<file path="src/rtl/sdp_ram_be.sv">
// Simple dual-port RAM: one write port with byte-lane enables and one read port.
// Optional output register, optional write-first forwarding, and a read-valid pipeline.
module sdp_ram_be #(
  parameter int DATA_W  = 32,
  parameter int ADDR_W  = 5,
  parameter int BYTE_W  = 8,
  parameter int OUT_REG = 1,
  parameter int BYPASS  = 1
) (
  input  logic                       clk,
  input  logic                       reset,
  input  logic                       wr_en,
  input  logic [ADDR_W-1:0]          wr_addr,
  input  logic [DATA_W-1:0]          wr_data,
  input  logic [DATA_W/BYTE_W-1:0]   wr_be,
  input  logic                       rd_en,
  input  logic [ADDR_W-1:0]          rd_addr,
  output logic [DATA_W-1:0]          rd_data,
  output logic                       rd_valid
);

  localparam int NB    = DATA_W / BYTE_W;
  localparam int DEPTH = 1 << ADDR_W;
  localparam bit FWD   = (BYPASS != 0);

  if ((DATA_W % BYTE_W) != 0) begin : g_bad_cfg
    $error("sdp_ram_be: DATA_W (%0d) must be a multiple of BYTE_W (%0d)", DATA_W, BYTE_W);
  end

  logic [DATA_W-1:0] mem_r [DEPTH];
  logic [DATA_W-1:0] old_word_s;
  logic [DATA_W-1:0] rd_word_s;
  logic              hit_s;
  logic [DATA_W-1:0] s1_data_r;
  logic              s1_valid_r;

  // Array update: only enabled lanes change; writes are ignored while reset is held.
  always_ff @(posedge clk) begin
    if (!reset && wr_en) begin
      for (int i = 0; i < NB; i++) begin
        if (wr_be[i]) begin
          mem_r[wr_addr][i*BYTE_W +: BYTE_W] <= wr_data[i*BYTE_W +: BYTE_W];
        end
      end
    end
  end

  // Read word selection; a same-address write forwards only its enabled lanes.
  always_comb begin
    old_word_s = mem_r[rd_addr];
    rd_word_s  = '0;
    hit_s      = FWD && wr_en && (wr_addr == rd_addr);
    for (int i = 0; i < NB; i++) begin
      if (hit_s && wr_be[i]) begin
        rd_word_s[i*BYTE_W +: BYTE_W] = wr_data[i*BYTE_W +: BYTE_W];
      end else begin
        rd_word_s[i*BYTE_W +: BYTE_W] = old_word_s[i*BYTE_W +: BYTE_W];
      end
    end
  end

  // First read stage: capturing here isolates the result from any later write.
  always_ff @(posedge clk or posedge reset) begin
    if (reset) begin
      s1_data_r  <= '0;
      s1_valid_r <= 1'b0;
    end else begin
      s1_valid_r <= rd_en;
      if (rd_en) begin
        s1_data_r <= rd_word_s;
      end
    end
  end

  if (OUT_REG != 0) begin : g_out_reg
    logic [DATA_W-1:0] s2_data_r;
    logic              s2_valid_r;

    // Second stage only loads on a valid result so rd_data holds between reads.
    always_ff @(posedge clk or posedge reset) begin
      if (reset) begin
        s2_data_r  <= '0;
        s2_valid_r <= 1'b0;
      end else begin
        s2_valid_r <= s1_valid_r;
        if (s1_valid_r) begin
          s2_data_r <= s1_data_r;
        end
      end
    end

    assign rd_data  = s2_data_r;
    assign rd_valid = s2_valid_r;
  end else begin : g_no_out_reg
    assign rd_data  = s1_data_r;
    assign rd_valid = s1_valid_r;
  end

endmodule

</file>
<file path="config.mk">
export PLATFORM = sky130hd
export DESIGN_NAME = sdp_ram_be
export DESIGN_NICKNAME = d
export VERILOG_FILES = /design/src/rtl/sdp_ram_be.sv
export SDC_FILE = /design/constraint.sdc
export NUM_CORES = 1
export LEC_CHECK = 0
export BUFFER_PORTS_ARGS = -buffer_cell sky130_fd_sc_hd__buf_2
export CAP_MARGIN = 0
export CORE_ASPECT_RATIO = 1.4
export CORE_MARGIN = 2
export CORE_UTILIZATION = 25
export DETAILED_ROUTE_END_ITERATION = 8
export PLACE_DENSITY = 0.44
export SYNTH_ARGS = -nofsm -noshare
export SYNTH_HDL_FRONTEND = slang
export SYNTH_SLANG_ARGS = --single-unit
export TNS_END_PERCENT = 30
</file>
<file path="constraint.sdc">
create_clock -name clk -period 2.34 [get_ports clk]
set_input_delay 0.117 -clock clk [delete_from_list [all_inputs] [get_ports clk]]
set_output_delay 0.117 -clock clk [all_outputs]
set_load 0.01 [all_outputs]
</file>
# Word-level counts from Yosys, hierarchy flattened
# Memories as Yosys holds them, arrays and structs flattened.
# Index checks and enable logic that the tools add are counted.
[totals]
output_inout_bits = 33
register_bits = 66
n_memories = 1
ramBits = 1024
input_bits = 50
[classes]
n_eq_ne = 1
muxes = 16
n_reduce_logical = 7
[memory_table]
columns = ["name", "depth", "word_bits", "rd", "rd_clocked_by_memory_dff", "write_ports", "line", "rtl"]
rows = [
  ["mem_r", 32, 32, 1, 0, 1, "30", "logic [DATA_W-1:0] mem_r [DEPTH];"],
]
[ops]
columns = ["op", "n"]
rows = [
  ["2-to-1 mux 8 bit", 4],
  ["2-to-1 mux 1 bit", 12],
  ["logical AND 1 bit", 6],
  ["equality test 5 bit", 1],
  ["logical NOT 1 bit", 1],
]

# Logic depth before layout (Yosys ltp)
# Gate-level depths: netlist (run 1).
[logic_depth]
ltp_word = 4
mapped_depth = 10

# Least setup slack after synthesis (run 1)
# OpenSTA, ideal clock, no wires.
[synth_timing]
kind = "input to register"
startpoint = "input port rd_addr[0]"
endpoint = "register s1_data_r[1]"
required_ns = 2.213
arrival_time_ns = 1.618
setup_slack_ns = 0.594
stages = 6
setup_time_ns = 0.127
path_cell_list = "buf_6 > buf_2 > mux4_2 > mux4_2 > nand2b_1 > nand3_1"
[synth_via]
elab_chain_cells = 4
[synth_rtl]
columns = ["item", "line", "rtl"]
rows = [
  ["start: declaration", "17", "input logic [ADDR_W-1:0] rd_addr,"],
  ["parallel branches: the longest is 3 deep, another holds memory (32 x 32 bit)", "-", ""],
  ["2-to-1 mux 8 bit *", "54", "if (hit_s && wr_be[i]) begin"],
  ["end signal: assignment", "70", "s1_data_r <= rd_word_s;"],
  ["end: declaration", "34", "logic [DATA_W-1:0] s1_data_r;"],
]
# Every way passes the cells marked *.
# A chain may end at the register's enable or synchronous reset.

# Final worst setup path (run 1)
[layout_timing]
startpoint = "memory mem_r[16][20]"
endpoint = "register s1_data_r[20]"
[layout_via]
elab_chain_cells = 2
[layout_rtl]
columns = ["item", "line"]
rows = [
  ["start: declaration", "30"],
  ["memory (32 x 32 bit)", "-"],
  ["2-to-1 mux 8 bit", "54"],
]
# No other way between the ends.

==> results of run 1 <==
==> layer usage <==
metal | GRT usage | wire, µm
met4 | 0.0449 | 3180
met2 | 0.250 | 64200
met3 | 0.0222 | 5870
met1 | 0.177 | 50600
met5 | 0 | 13
==> timing repair <==
item,in CTS,in global routing
hold endpoints to repair,975,0
hold buffers,37,0
gates resized for setup,0,4
endpoints found under the setup margin,0,2
==> critical path: stages (launching register included) <==
cell and delay [ns]:
edfxtp_1 0.37, mux4_2 0.50, mux4_2 0.47, nor3_1 0.14
nor4_1 0.08, dlygate4sd3_1 0.56
==> power by group <==
part / internal (mW) / switching [mW] / leakage (nW)
combinational: 1.02 / 1.47 / 4.77
clock: 10.2 / 7.48 / 1.74
sequential: 21.6 / 0.192 / 9.98
total: 32.8 / 9.13 / 16.5
==> per-stage QoR <==
stage	area [µm²]	TNS (ns)
3_5_place_dp	47200	-0.0433
2_1_floorplan	42400	0
5_1_grt	51200	0
4_1_cts	51200	0
6_report	51200	0
3_3_place_gp	47200	-0.0673
==> flip-flops by register name, indices dropped and copies added, names as in the netlist <==
signal      count
mem_r        1024
rd_data        32
s1_data_r      32
rd_valid        1
s1_valid_r      1
==> layout make-up <==
type | count | area share
sequential | 1090 | 0.633
clock buffer | 127 | 0.0552
clock inverter | 68 | 0.0148
inverter | 7 | 0.000562
timing repair buffer | 376 | 0.0586
tap | 2250 | 0.0550
antenna | 3 | 0.000147
multi-input combinational | 821 | 0.183
==> cells in the mapped netlist, drive strengths merged, types with 6 or more instances <==
library cell / number / share of area
edfxtp: 1024 / 0.73
mux4: 265 / 0.14
nor2: 153 / 0.014
buf: 75 / 0.011
a22oi: 72 / 0.013
nand2: 70 / 0.0062
dfrtp: 66 / 0.039
clkbuf: 45 / 0.0040
mux2: 38 / 0.010
nor3: 32 / 0.0040
mux2i: 23 / 0.0054
a21oi: 20 / 0.0024
nor2b: 20 / 0.0030
nand2b: 16 / 0.0024
nand3: 16 / 0.0019
and3b: 14 / 0.0029
nor4: 14 / 0.0021
a21o: 7 / 0.0012
inv: 7 / 0.00062
o21ai: 7 / 0.00083
a221oi: 6 / 0.0012
==> logic make-up (layout without fill, tap and decap cells) <==
| family | count (synthesis) | count (layout) | share of synthesized area |
|---|---|---|---|
| flops | 1090 | 1090 | 0.764 |
| simple gates | 351 | 351 | 0.0388 |
| mux | 326 | 326 | 0.156 |
| compound gates | 139 | 139 | 0.0235 |
| buf+inv | 127 | 578 | 0.0157 |
| xor+xnor | 5 | 5 | 0.00121 |
| other cells | 0 | 3 | 0 |
==> worst min path at each step <==
stage                     startpoint                        end  slack (ns)  cells past startpoint
after global placement         reset    rd_data[18]$_DFFE_PP0P_        0.20                      2
after CTS                   wr_be[1]  s1_data_r[11]$_DFFE_PP0P_       0.002                      6
after floorplan                rd_en       s1_valid_r$_DFF_PP0_        0.15                      0
after global routing           wr_en   s1_data_r[0]$_DFFE_PP0P_        0.08                      5
after detailed placement       reset    rd_data[18]$_DFFE_PP0P_        0.21                      2
final                       wr_be[1]  s1_data_r[11]$_DFFE_PP0P_        0.06                      6
==> run metrics, run 1 <==
distinct cell type count of the synthesized netlist=50; total die area=173000 µm²; I/O Pins=83; Post-Layout Cell Count=4742; Fin. Hold Viols=0; outcome=completed; Setup WS pre-CTS=-0.0293 ns; sequential area share after synthesis=0.764; Worst Max-Slew Pin Slew=0.742 ns; Hold Crit Class=in -> reg; Ys Warns=0; CTS tree=built; GRT Total Usage=0.142; 1st-iter DRT viols=1876; arrival time at the worst endpoint=2.82 ns; CP Launch Type=flip-flop; clock slew at reported path FFs=0.06 ns; clk sinks=1090; Slew headroom=0.505; area of the multi-input gates=9350 µm²; FF-to-FF End=s1_data_r[20]$_DFFE_PP0P_; H-tree levels=3; routed len/inst=26.1 µm; Post-Syn Instances=2038; HPWL Detailed=83100 µm; CTS buffer count=106; Vias per Instance=4.57; crit share post-route=0.945; Core Rows=178; IR drop worst, VDD=0.000578 V; Max FO, Critical Path=1; max cap viols=0; PwrDens=818 nW/µm²; WP data required=2.95 ns; leakage power=16.5 nW; worst reg2reg startpoint=mem_r[16][20]$_DFFE_PP_; fillcell total=16300; RSZ-0062 raised after global routing=no; most common cell after layout, fill and taps aside=edfxtp_1; Via Count=21700; Syn Nets=2088; CP Launch Point=mem_r[16][20]$_DFFE_PP_; GR Overflow Total=0; RePlAce Congestion=0.783; worst hold slack=0.0579 ns; Initial Util=0.252; post-layout util=0.304; Final WS setup=0.128 ns; Max Fclk=452 MHz; setup violators final=0; PortBufs=82; CP Capture Type=flip-flop; async set or reset register ratio after synthesis=0.0606; core area=168000 µm²; Cell Area, Synth=42400 µm²; first-pass GRT wire length=176000 µm; Synth Flop Type=edfxtp_1; Post-CTS Repair Setup Buffers=0; CP endpoint=s1_data_r[20]$_DFFE_PP0P_; Die W=352 µm; vias in the first global route=23100; chip height=491 µm; Antenna Nets Post-Route=0; pin count of the biggest net entering global routing=73; Reg area=32400 µm²; Layout area overhead=20.8%; Residual DRC=0; Post-synth EDFFs=1024; Clk Latency, worst-skew pair=0.73 ns; Final #Nets=2452; flop2flop setup slack=0.13 ns; 1st-pass router iterations=7; most frequent cells in the layout=edfxtp_1, mux4_2, buf_4; Crit Path Class=reg -> reg; Max Root-Sink Buffers=3; R2R cell count=5; Setup Skew=0.0353 ns; Avg Cell Area, Syn=20.8 µm²; initial antenna violation count=6; Root Driver=clkbuf_16; Slew Viols, Final=0; layout cell share with drive strength beyond 1=0.330; final wirelength=124000 µm; final total power=41.9 mW; post-route minimum period=2.21 ns; FF+latch count, synth=1090; placed insts=4507
No activity file was read; power rests on OpenSTA's default activity.
==> inputs of run 2 (changes only) <==
--- a/config.mk
+++ b/config.mk
@@ -10,6 +10,7 @@
 export CORE_ASPECT_RATIO = 1.4
 export CORE_MARGIN = 2
 export CORE_UTILIZATION = 25
+export CTS_BUF_LIST = sky130_fd_sc_hd__clkbuf_16
 export DETAILED_ROUTE_END_ITERATION = 8
 export PLACE_DENSITY = 0.44
 export SYNTH_ARGS = -nofsm -noshare
==> run 2 against run 1 <==
Effect of this change: via count down 0.25%; utilization hardly changed; worst setup slack lost 0.0093 ns; die area unchanged; register-to-register slack is essentially flat; critical path type unchanged; highest routed layer unchanged.
==> run metrics, run 2 (same netlist as run 1, synthesis figures left out) <==
final total power=41.7 mW (-0.55%); I/O Pins=83 (unchanged); leakage power=16.5 nW (+0.18%); number of flip-flops in the largest register=1024 (unchanged); Vias per Instance=4.56 (-0.25%); CP Cell Sequence=mux4_2 -> mux4_2 -> nor3_1 -> nor4_1 -> dlygate4sd3_1; Clk Latency, worst-skew pair=0.73 ns (about the same); post-route minimum period=2.22 ns (+0.00933 ns); HPWL Detailed=83100 µm (unchanged); layout cell share with drive strength beyond 1=0.328 (-0.00201); arrival time at the worst endpoint=2.83 ns (about the same); Worst Max-Slew Pin Slew=0.742 ns (+0.000496 ns); routed len/inst=26.1 µm (about the same); max cap viols=0 (unchanged); Placed Area=47200 µm² (unchanged); H-tree levels=3 (unchanged); post-layout util=0.304 (about the same); RePlAce Congestion=0.783 (unchanged); Post-CTS Repair Setup Buffers=0 (unchanged); Crit Path Class=reg -> reg; Layout area overhead=20.6% (about the same); Reg area=32400 µm² (unchanged); pin count of the biggest net entering global routing=73 (unchanged); total die area=173000 µm² (unchanged); Root Driver=clkbuf_16; most frequent CP cell=mux4_2; CP Launch Type=flip-flop; Biggest register=mem_r; clk sinks=1090 (unchanged); Via Count=21600 (-0.25%); Core Rows=178 (unchanged); vias in the first global route=23100 (+0.017%); outcome=completed; CTS tree=built; 1st-iter DRT viols=1664 (-11%); Setup Skew=0.0361 ns (+0.000863 ns); clock slew at reported path FFs=0.06 ns (about the same); Hold Crit Class=in -> reg; slowest CP cell=dlygate4sd3_1; WP data required=2.94 ns (about the same); CTS buffer count=106 (unchanged); RSZ-0062 raised after global routing=no; Residual DRC=0 (unchanged); crit share post-route=0.949 (+0.00399); PortBufs=82 (unchanged); setup violators final=0 (unchanged); CP peak stage delay=0.56 ns (about the same); 1st-pass router iterations=5 (-2); Final #Nets=2452 (unchanged); GR Overflow Total=0 (unchanged); IR drop worst, VDD=0.000579 V (+0.23%); Slew headroom=0.505 (about the same); Max Root-Sink Buffers=3 (unchanged); area of the multi-input gates=9350 µm² (unchanged); GRT Total Usage=0.142 (about the same); most common cell after layout, fill and taps aside=edfxtp_1; Setup WS pre-CTS=-0.0293 ns (unchanged); Final WS setup=0.118 ns (-0.00933 ns); Antenna Nets Post-Route=0 (unchanged); CP Capture Type=flip-flop; Buffers & Inverters on Critical Path=1 (unchanged); final wirelength=124000 µm (about the same); Max FO, Critical Path=1 (unchanged); most frequent cells in the layout=edfxtp_1, mux4_2, buf_4; Max Fclk=450 MHz (-0.42%); PwrDens=815 nW/µm² (-0.45%); fillcell total=16300 (+0.043%); chip height=491 µm (unchanged); Initial Util=0.252 (unchanged); initial antenna violation count=6 (unchanged); worst hold slack=0.0513 ns (-0.00657 ns); cell area after layout=51100 µm² (about the same); core area=168000 µm² (unchanged); cell family with most CP delay=multiplexers; first-pass GRT wire length=176000 µm (unchanged); Slew Viols, Final=0 (unchanged); Die W=352 µm (unchanged); Fin. Hold Viols=0 (unchanged)
==> run 2: changes by cell type in the layout (fill, tap and decap cells not counted) <==
cell      before  now
clkbuf_1      14    0
clkbuf_8       6    1
clkinv_1      16   21
inv_1          6   20
==> run 2: area by class of cell <==
class / instances / area share
repair buffers: 376 / 0.0586
diodes: 3 / 0.000147
multi-input cells: 821 / 0.183
well taps: 2250 / 0.0551
flip-flops and latches: 1090 / 0.634
clock buffers: 108 / 0.0529
clock inverters: 87 / 0.0162
inverters: 7 / 0.000563
==> run 2: path summary, 6_finish.rpt <==
kind / start / end / slack [ns] / depth (start not counted)
setup / recovery: mem_r[16][20]$_DFFE_PP_ / s1_data_r[20]$_DFFE_PP0P_ / 0.12 / 5
hold / removal: wr_be[1] / s1_data_r[11]$_DFFE_PP0P_ / 0.05 / 6
setup reg to reg: mem_r[16][20]$_DFFE_PP_ / s1_data_r[20]$_DFFE_PP0P_ / 0.12 / 5
hold reg to reg: rd_data[17]$_DFFE_PP0P_ / rd_data[17]$_DFFE_PP0P_ / 0.51 / 1
max in group asynchronous: reset / rd_data[6]$_DFFE_PP0P_ / 0.96 / 5
min in group asynchronous: reset / rd_data[13]$_DFFE_PP0P_ / 0.60 / 4
==> run 2: repair_timing <==
item                                   4_1_cts  5_1_grt
hold buffers                                37        0
endpoints found under the hold margin      975        0
resized for setup                            0        4
setup endpoints to repair                    0        2
==> run 2: tightest hold or removal path: stages <==
cell and delay (ns):
buf_2 0.13, inv_1 0.07, nor3_1 0.05, buf_4 0.16, nand3_1 0.08, o221ai_1 0.10
==> run 2: report_power, final <==
part / switching, mW / total (mW) / internal, mW
logic: 1.47 / 2.49 / 1.02
clock network: 7.47 / 17.4 / 9.94
registers: 0.192 / 21.8 / 21.6
total: 9.13 / 41.7 / 32.5
==> run 2: per-layer routing <==
layer / share of wire / wire [µm] / GRT usage / up-vias
met2: 0.52 / 64300 / 0.251 / 622
met4: 0.025 / 3050 / 0.0443 / 2
met5: 0.00011 / 13 / 0 / -
met3: 0.047 / 5800 / 0.0222 / 170
li1: - / - / - / 9126
met1: 0.41 / 50700 / 0.177 / 11700
==> run 2: through the flow <==
step                      setup TNS (ns)  instances
after floorplan                        0       2038
after global placement           -0.0673       4507
after detailed placement         -0.0433       4507
after CTS                              0       4739
after global routing                   0       4741
final                                  0       4742
